<file path="src/rtl/mandelbrot_job_scheduler.sv">
// Frame job scheduler: walks pixels in raster order, issues them to a pool of calculators and
// writes tagged results to the frame buffer. Optional MANDELBROT_SCHED_FRAME_LOOP_EN re-renders.
module mandelbrot_job_scheduler #(
    parameter int unsigned H_ACTIVE = 32,
    parameter int unsigned V_ACTIVE = 24,
    parameter int unsigned NUM_CALC = 2,
    parameter int unsigned COORD_W  = 32,
    parameter int unsigned COLOUR_W = 9,
    parameter logic signed [COORD_W-1:0] X_START = '0,
    parameter logic signed [COORD_W-1:0] Y_START = '0,
    parameter logic signed [COORD_W-1:0] X_STEP  = 1,
    parameter logic signed [COORD_W-1:0] Y_STEP  = 1,
    localparam int unsigned NPIX = H_ACTIVE * V_ACTIVE,
    localparam int unsigned AW   = (NPIX > 1) ? $clog2(NPIX) : 1
) (
    input  logic                         clk,
    input  logic                         reset,
    input  logic                         start,
    output logic                         busy,
    output logic                         done,
    input  logic [NUM_CALC-1:0]          calc_ready_for_input,
    output logic [NUM_CALC-1:0]          calc_start,
    output logic [COORD_W-1:0]           calc_real,
    output logic [COORD_W-1:0]           calc_imag,
    input  logic [NUM_CALC-1:0]          calc_out_ready,
    input  logic [NUM_CALC*COLOUR_W-1:0] calc_colour,
    output logic [NUM_CALC-1:0]          calc_ack,
    output logic                         fb_we,
    output logic [AW-1:0]                fb_addr,
    output logic [COLOUR_W-1:0]          fb_data
);
    localparam int unsigned XW = (H_ACTIVE > 1) ? $clog2(H_ACTIVE) : 1;
    localparam int unsigned CW = (NUM_CALC > 1) ? $clog2(NUM_CALC) : 1;

    localparam logic [1:0] StIdle  = 2'd0;
    localparam logic [1:0] StIssue = 2'd1;
    localparam logic [1:0] StDrain = 2'd2;
    localparam logic [1:0] StDone  = 2'd3;

    logic [1:0]          state_q, state_d;
    logic [NUM_CALC-1:0] in_flight_q;
    logic [AW-1:0]       tag_q [NUM_CALC];
    logic [CW-1:0]       rr_q;
    logic [XW-1:0]       x_q;
    logic [AW-1:0]       addr_q;
    logic [COORD_W-1:0]  real_q, imag_q;
    logic                fb_we_q;
    logic [AW-1:0]       fb_addr_q;
    logic [COLOUR_W-1:0] fb_data_q;

    logic                issue_found, issue_en;
    logic [CW-1:0]       issue_idx;
    logic [NUM_CALC-1:0] cand;
    logic                acc_found;
    logic [CW-1:0]       acc_idx, rr_j, rr_next;
    logic                last_pix, x_last, frame_load;

    assign last_pix = (addr_q == AW'(NPIX - 1));
    assign x_last   = (x_q == XW'(H_ACTIVE - 1));

    // Lowest-index calculator that is idle and not already holding one of our pixels.
    always_comb begin
        issue_found = 1'b0;
        issue_idx   = '0;
        for (int i = NUM_CALC - 1; i >= 0; i--) begin
            if (calc_ready_for_input[i] && !in_flight_q[i]) begin
                issue_found = 1'b1;
                issue_idx   = CW'(i);
            end
        end
    end

    assign issue_en = (state_q == StIssue) && issue_found;

    // Round-robin accept, searching from the slot after the last accepted calculator.
    assign cand = calc_out_ready & in_flight_q;
    always_comb begin
        acc_found = 1'b0;
        acc_idx   = '0;
        rr_j      = '0;
        for (int k = 0; k < NUM_CALC; k++) begin
            rr_j = CW'((int'(rr_q) + k) % NUM_CALC);
            if (!acc_found && cand[rr_j]) begin
                acc_found = 1'b1;
                acc_idx   = rr_j;
            end
        end
        rr_next = CW'((int'(acc_idx) + 1) % NUM_CALC);
    end

    always_comb begin
        for (int i = 0; i < NUM_CALC; i++) begin
            calc_start[i] = issue_en && (issue_idx == CW'(i));
            calc_ack[i]   = acc_found && (acc_idx == CW'(i));
        end
    end

    always_comb begin
        state_d = state_q;
        unique case (state_q)
            StIdle:  if (start) state_d = StIssue;
            StIssue: if (issue_en && last_pix) state_d = StDrain;
            StDrain: if (in_flight_q == '0) state_d = StDone;
            StDone: begin
`ifdef MANDELBROT_SCHED_FRAME_LOOP_EN
                state_d = StIssue;
`else
                state_d = StIdle;
`endif
            end
            default: state_d = StIdle;
        endcase
    end

`ifdef MANDELBROT_SCHED_FRAME_LOOP_EN
    assign frame_load = ((state_q == StIdle) && start) || (state_q == StDone);
`else
    assign frame_load = (state_q == StIdle) && start;
`endif

    always_ff @(posedge clk) begin
        if (reset) begin
            state_q     <= StIdle;
            in_flight_q <= '0;
            rr_q        <= '0;
            x_q         <= '0;
            addr_q      <= '0;
            real_q      <= '0;
            imag_q      <= '0;
            fb_we_q     <= 1'b0;
            fb_addr_q   <= '0;
            fb_data_q   <= '0;
            for (int i = 0; i < NUM_CALC; i++) tag_q[i] <= '0;
        end else begin
            state_q <= state_d;
            if (frame_load) begin
                x_q    <= '0;
                addr_q <= '0;
                real_q <= X_START;
                imag_q <= Y_START;
            end else if (issue_en) begin
                tag_q[issue_idx] <= addr_q;
                addr_q           <= addr_q + 1'b1;
                if (x_last) begin
                    x_q    <= '0;
                    real_q <= X_START;
                    imag_q <= imag_q + Y_STEP;
                end else begin
                    x_q    <= x_q + 1'b1;
                    real_q <= real_q + X_STEP;
                end
            end
            // An acked slot is cleared here, so it only becomes issuable next cycle.
            in_flight_q <= (in_flight_q & ~calc_ack) | calc_start;
            if (acc_found) rr_q <= rr_next;
            fb_we_q <= acc_found;
            if (acc_found) begin
                fb_addr_q <= tag_q[acc_idx];
                fb_data_q <= calc_colour[int'(acc_idx)*COLOUR_W +: COLOUR_W];
            end
        end
    end

    assign busy      = (state_q == StIssue) || (state_q == StDrain);
    assign done      = (state_q == StDone);
    assign calc_real = real_q;
    assign calc_imag = imag_q;
    assign fb_we     = fb_we_q;
    assign fb_addr   = fb_addr_q;
    assign fb_data   = fb_data_q;

endmodule

</file>
<file path="config.mk">
export PLATFORM = sky130hd
export DESIGN_NAME = mandelbrot_job_scheduler
export DESIGN_NICKNAME = d
export VERILOG_FILES = /design/src/rtl/mandelbrot_job_scheduler.sv
export SDC_FILE = /design/constraint.sdc
export NUM_CORES = 1
export LEC_CHECK = 0
export CORE_MARGIN = 2
export CORE_UTILIZATION = 38
export CTS_CLUSTER_SIZE = 24
export DETAILED_ROUTE_END_ITERATION = 8
export GPL_ROUTABILITY_DRIVEN = 0
export HOLD_SLACK_MARGIN = 0.06
export SLEW_MARGIN = 20
export SYNTH_ARGS = -nofsm -noshare
export SYNTH_HDL_FRONTEND = slang
export SYNTH_SLANG_ARGS = --single-unit
</file>
<file path="constraint.sdc">
create_clock -name clk -period 5.1 [get_ports clk]
set_clock_uncertainty 0.05 [all_clocks]
set_input_delay 1.02 -clock clk [delete_from_list [all_inputs] [get_ports clk]]
set_output_delay 1.02 -clock clk [all_outputs]
set_load 0.03 [all_outputs]
</file>
==> results.sh <==
export IMPL_cts_made_buffers=17
export IMPL_dr_total_vias=5070
export IMPL_post_cts_buffers=0
export IMPL_crit_arrival_ns=2.86
export IMPL_grt_first_pass_wirelength_um=23400
export IMPL_max_freq_mhz=255
export IMPL_nets=769
export IMPL_synthCells=639
export IMPL_p_per_area_mw_per_mm2=372
export IMPL_grt_pass1_vias=4860
export IMPL_synth_yosys_warnings=0
export IMPL_worstSkewPairLatency_ns=0.41
export IMPL_syn_nets=673
export IMPL_worst_pin_slew_ns=0.963
export IMPL_synth_seq_cells=124
export IMPL_crit_fanout=20
export IMPL_grt_use_total=0.173
export IMPL_max_slew_margin_rel=0.356
export IMPL_grt_overflow=0
export IMPL_postCtsResizedCells=0
export IMPL_slew_viol_final=0
export IMPL_cts_buffer_depth=2
export IMPL_hold_buffers=0
export IMPL_vias_per_cell=5.42
export IMPL_drc=0
export IMPL_path_clk_slew_ns=0.05
export IMPL_cts_htree_levels=4
export IMPL_multi_input_area_mm2=0.00301
export IMPL_rsz0062_at_grt="false"
export IMPL_critical_path_class="in -> out"
export IMPL_die_area_mm2=0.0165
export IMPL_drt_pass1_iterations=4
export IMPL_port_buffers=114
export IMPL_final_core_util=0.513
export IMPL_end_kind="primary output"
export IMPL_stdcell_area_mm2=0.00780
export IMPL_synth_area_leaders="dfxtp_1 (35%), edfxtp_1 (10%), mux2i_1 (7.8%), nor2_1 (3.6%), a211oi_1 (3.2%)"
export IMPL_wl_per_cell_um=15.2
export IMPL_start_util=0.388
export IMPL_antenna_left=0
export IMPL_cts_sinks=124
export IMPL_syn2layout_area_growth_pct=32.2
export IMPL_die_h_um=129
export IMPL_ys_flop_type="dfxtp_1"
export IMPL_io_pins=115
export IMPL_total_power_mw=2.90
export IMPL_fillerInstances=1429
export IMPL_period_needed_ns=3.93
export IMPL_fin_tns_setup_ns=0
export IMPL_num_rows=45
export IMPL_grt_max_degree=49
export IMPL_drt_initial_drc_count=194
export IMPL_crit_required_ns=4.03
export IMPL_setup_viol=0
export IMPL_seq_area_mm2=0.00268
export IMPL_syn_avg_cell_area_um2=9.23
export IMPL_antenna_found_initial=0
export IMPL_n_antenna_cell=0
export IMPL_cp_start_kind="input pin"
export IMPL_clock_root_buffer="clkbuf_16"
export IMPL_detailed_place_hpwl_um=9710
export IMPL_cap_violations=0
export IMPL_synth_top_area_frac=0.353
export IMPL_yosysSeqAreaShare=0.455
export IMPL_synth_cell_types=44
export IMPL_drive_above_1_share=0.0588
export IMPL_power_leakage_nw=2.65
export IMPL_synth_edf_count=20
export IMPL_hold_path_class="reg -> reg"
export IMPL_wl_um=14200
export IMPL_die_w_um=129
export IMPL_period_share=0.770
export IMPL_async_flop_share=0
export IMPL_mappedNetlistArea_mm2=0.00590
export IMPL_placement_cell_area_mm2=0.00717
export IMPL_hold_viol=0
export IMPL_status="complete, no violations"
export IMPL_cts_tree="built"
export IMPL_yosysTopAreaCell="dfxtp_1"
export IMPL_core_mm2=0.0152
export IMPL_worst_ir_drop_vdd_uv=221
-- routing by layer --
layer | routed length [µm] | track usage
met4 | 277 | 0.0761
met2 | 6820 | 0.286
met3 | 651 | 0.0428
met1 | 6440 | 0.217
met5 | 0 | 0
-- synthesized netlist by cell type (2+ instances only) --
| cell type | instances |
|---|---|
| a211o_1 | 2 |
| nand2_1 | 44 |
| a2111oi_0 | 2 |
| nand3b_1 | 8 |
| a41o_1 | 4 |
| and4_1 | 10 |
| nor2_1 | 56 |
| a21oi_1 | 30 |
| o31ai_1 | 14 |
| nand4_1 | 10 |
| dfxtp_1 | 104 |
| o21ai_1 | 2 |
| mux2i_1 | 46 |
| edfxtp_1 | 20 |
| a31oi_1 | 4 |
| and2_1 | 24 |
| o2111ai_1 | 9 |
| buf_2 | 2 |
| xor2_1 | 16 |
| a21o_1 | 3 |
| ha_1 | 9 |
| nand2b_1 | 18 |
| or4_1 | 15 |
| nor2b_1 | 2 |
| nand3_1 | 27 |
| and3_1 | 12 |
| a211oi_1 | 25 |
| clkbuf_1 | 39 |
| buf_1 | 2 |
| xnor2_1 | 7 |
| o21ai_0 | 14 |
| o211ai_1 | 5 |
| or3_1 | 10 |
| inv_1 | 13 |
| nor4_1 | 20 |
| or2_2 | 3 |
-- cell families after synthesis --
kind of cell,count (synthesis),synth area share
xor gates and xnor gates,23,0.0341
DFF,124,0.455
AOI/OAI and AO/OA,118,0.136
buffers and inverters,57,0.0380
adders and majority gates,9,0.0191
muxes,46,0.0780
and+or+nand+nor,262,0.240
-- power by group --
part	total, mW	switching [mW]	internal, mW
clock	1.29	0.425	0.861
combinational	0.527	0.334	0.193
sequential	1.09	0.0382	1.05
total	2.90	0.797	2.11
-- state kept, by name, summed over array words and instances (netlist names) --
name and count:
calc_imag 32, x_q 5, in_flight_q 2, tag_q 20
state_q 2, calc_real 32, fb_data 9, fb_we 1
fb_addr 10, addr_q 10, rr_q 1
-- critical path, cell delays in order --
cell and delay [ns]:
clkdlybuf4s50_1 0.47, nor2b_1 0.13, buf_4 0.25, nand3_1 0.17, inv_1 0.11, clkdlybuf4s50_1 0.69
-- cell usage in the layout (no fill, tap or decap), types with 3 or more instances in the layout --
| cell | count |
|---|---|
| clkdlybuf4s50_1 | 114 |
| dfxtp_1 | 104 |
| nor2_1 | 56 |
| mux2i_1 | 46 |
| nand2_1 | 43 |
| a21oi_1 | 29 |
| nand3_1 | 27 |
| a211oi_1 | 25 |
| and2_1 | 24 |
| nor4_1 | 20 |
| edfxtp_1 | 20 |
| nand2b_1 | 18 |
| clkbuf_16 | 17 |
| xor2_1 | 16 |
| or4_1 | 15 |
| o21ai_0 | 14 |
| o31ai_1 | 14 |
| inv_1 | 13 |
| and3_1 | 12 |
| or3_1 | 10 |
| and4_1 | 10 |
| nand4_1 | 10 |
| o2111ai_1 | 9 |
| ha_1 | 9 |
| nand3b_1 | 8 |
| xnor2_1 | 7 |
| buf_4 | 7 |
| o211ai_1 | 5 |
| bufinv_16 | 5 |
| a31oi_1 | 4 |
| a41o_1 | 4 |
| clkinv_2 | 4 |
| a21o_1 | 3 |
| or2_2 | 3 |
-- cell type report --
class                   instances  area share
repair buffers                121       0.153
flip-flops and latches        124       0.344
clock buffers                  19      0.0555
inverters                      13     0.00626
multi-input cells             458       0.386
well taps                     188      0.0302
clock inverters                13      0.0253
-- metrics by stage --
step                cells  setup WS, ns  hold WS (ns)
CTS                   936          1.17         0.423
floorplan             639          1.59         0.420
detailed placement    904          1.17         0.412
global route          936          1.06         0.461
global placement      904          1.18         0.411
finish                936          1.17         0.422
-- worst paths after layout --
path                            cells past startpoint                    endpoint                        from  slack [ns]
worst max-delay path                                6               calc_start[1]     calc_ready_for_input[1]        1.17
worst min-delay path                                2  calc_imag[31]$_SDFFE_PP0P_  calc_imag[31]$_SDFFE_PP0P_        0.42
worst max register to register                      5   calc_real[7]$_SDFFE_PP0P_     state_q[1]$_SDFFE_PP0P_        2.31
worst min register to register                      2  calc_imag[31]$_SDFFE_PP0P_  calc_imag[31]$_SDFFE_PP0P_        0.42
(Power assumes the default switching activity.)
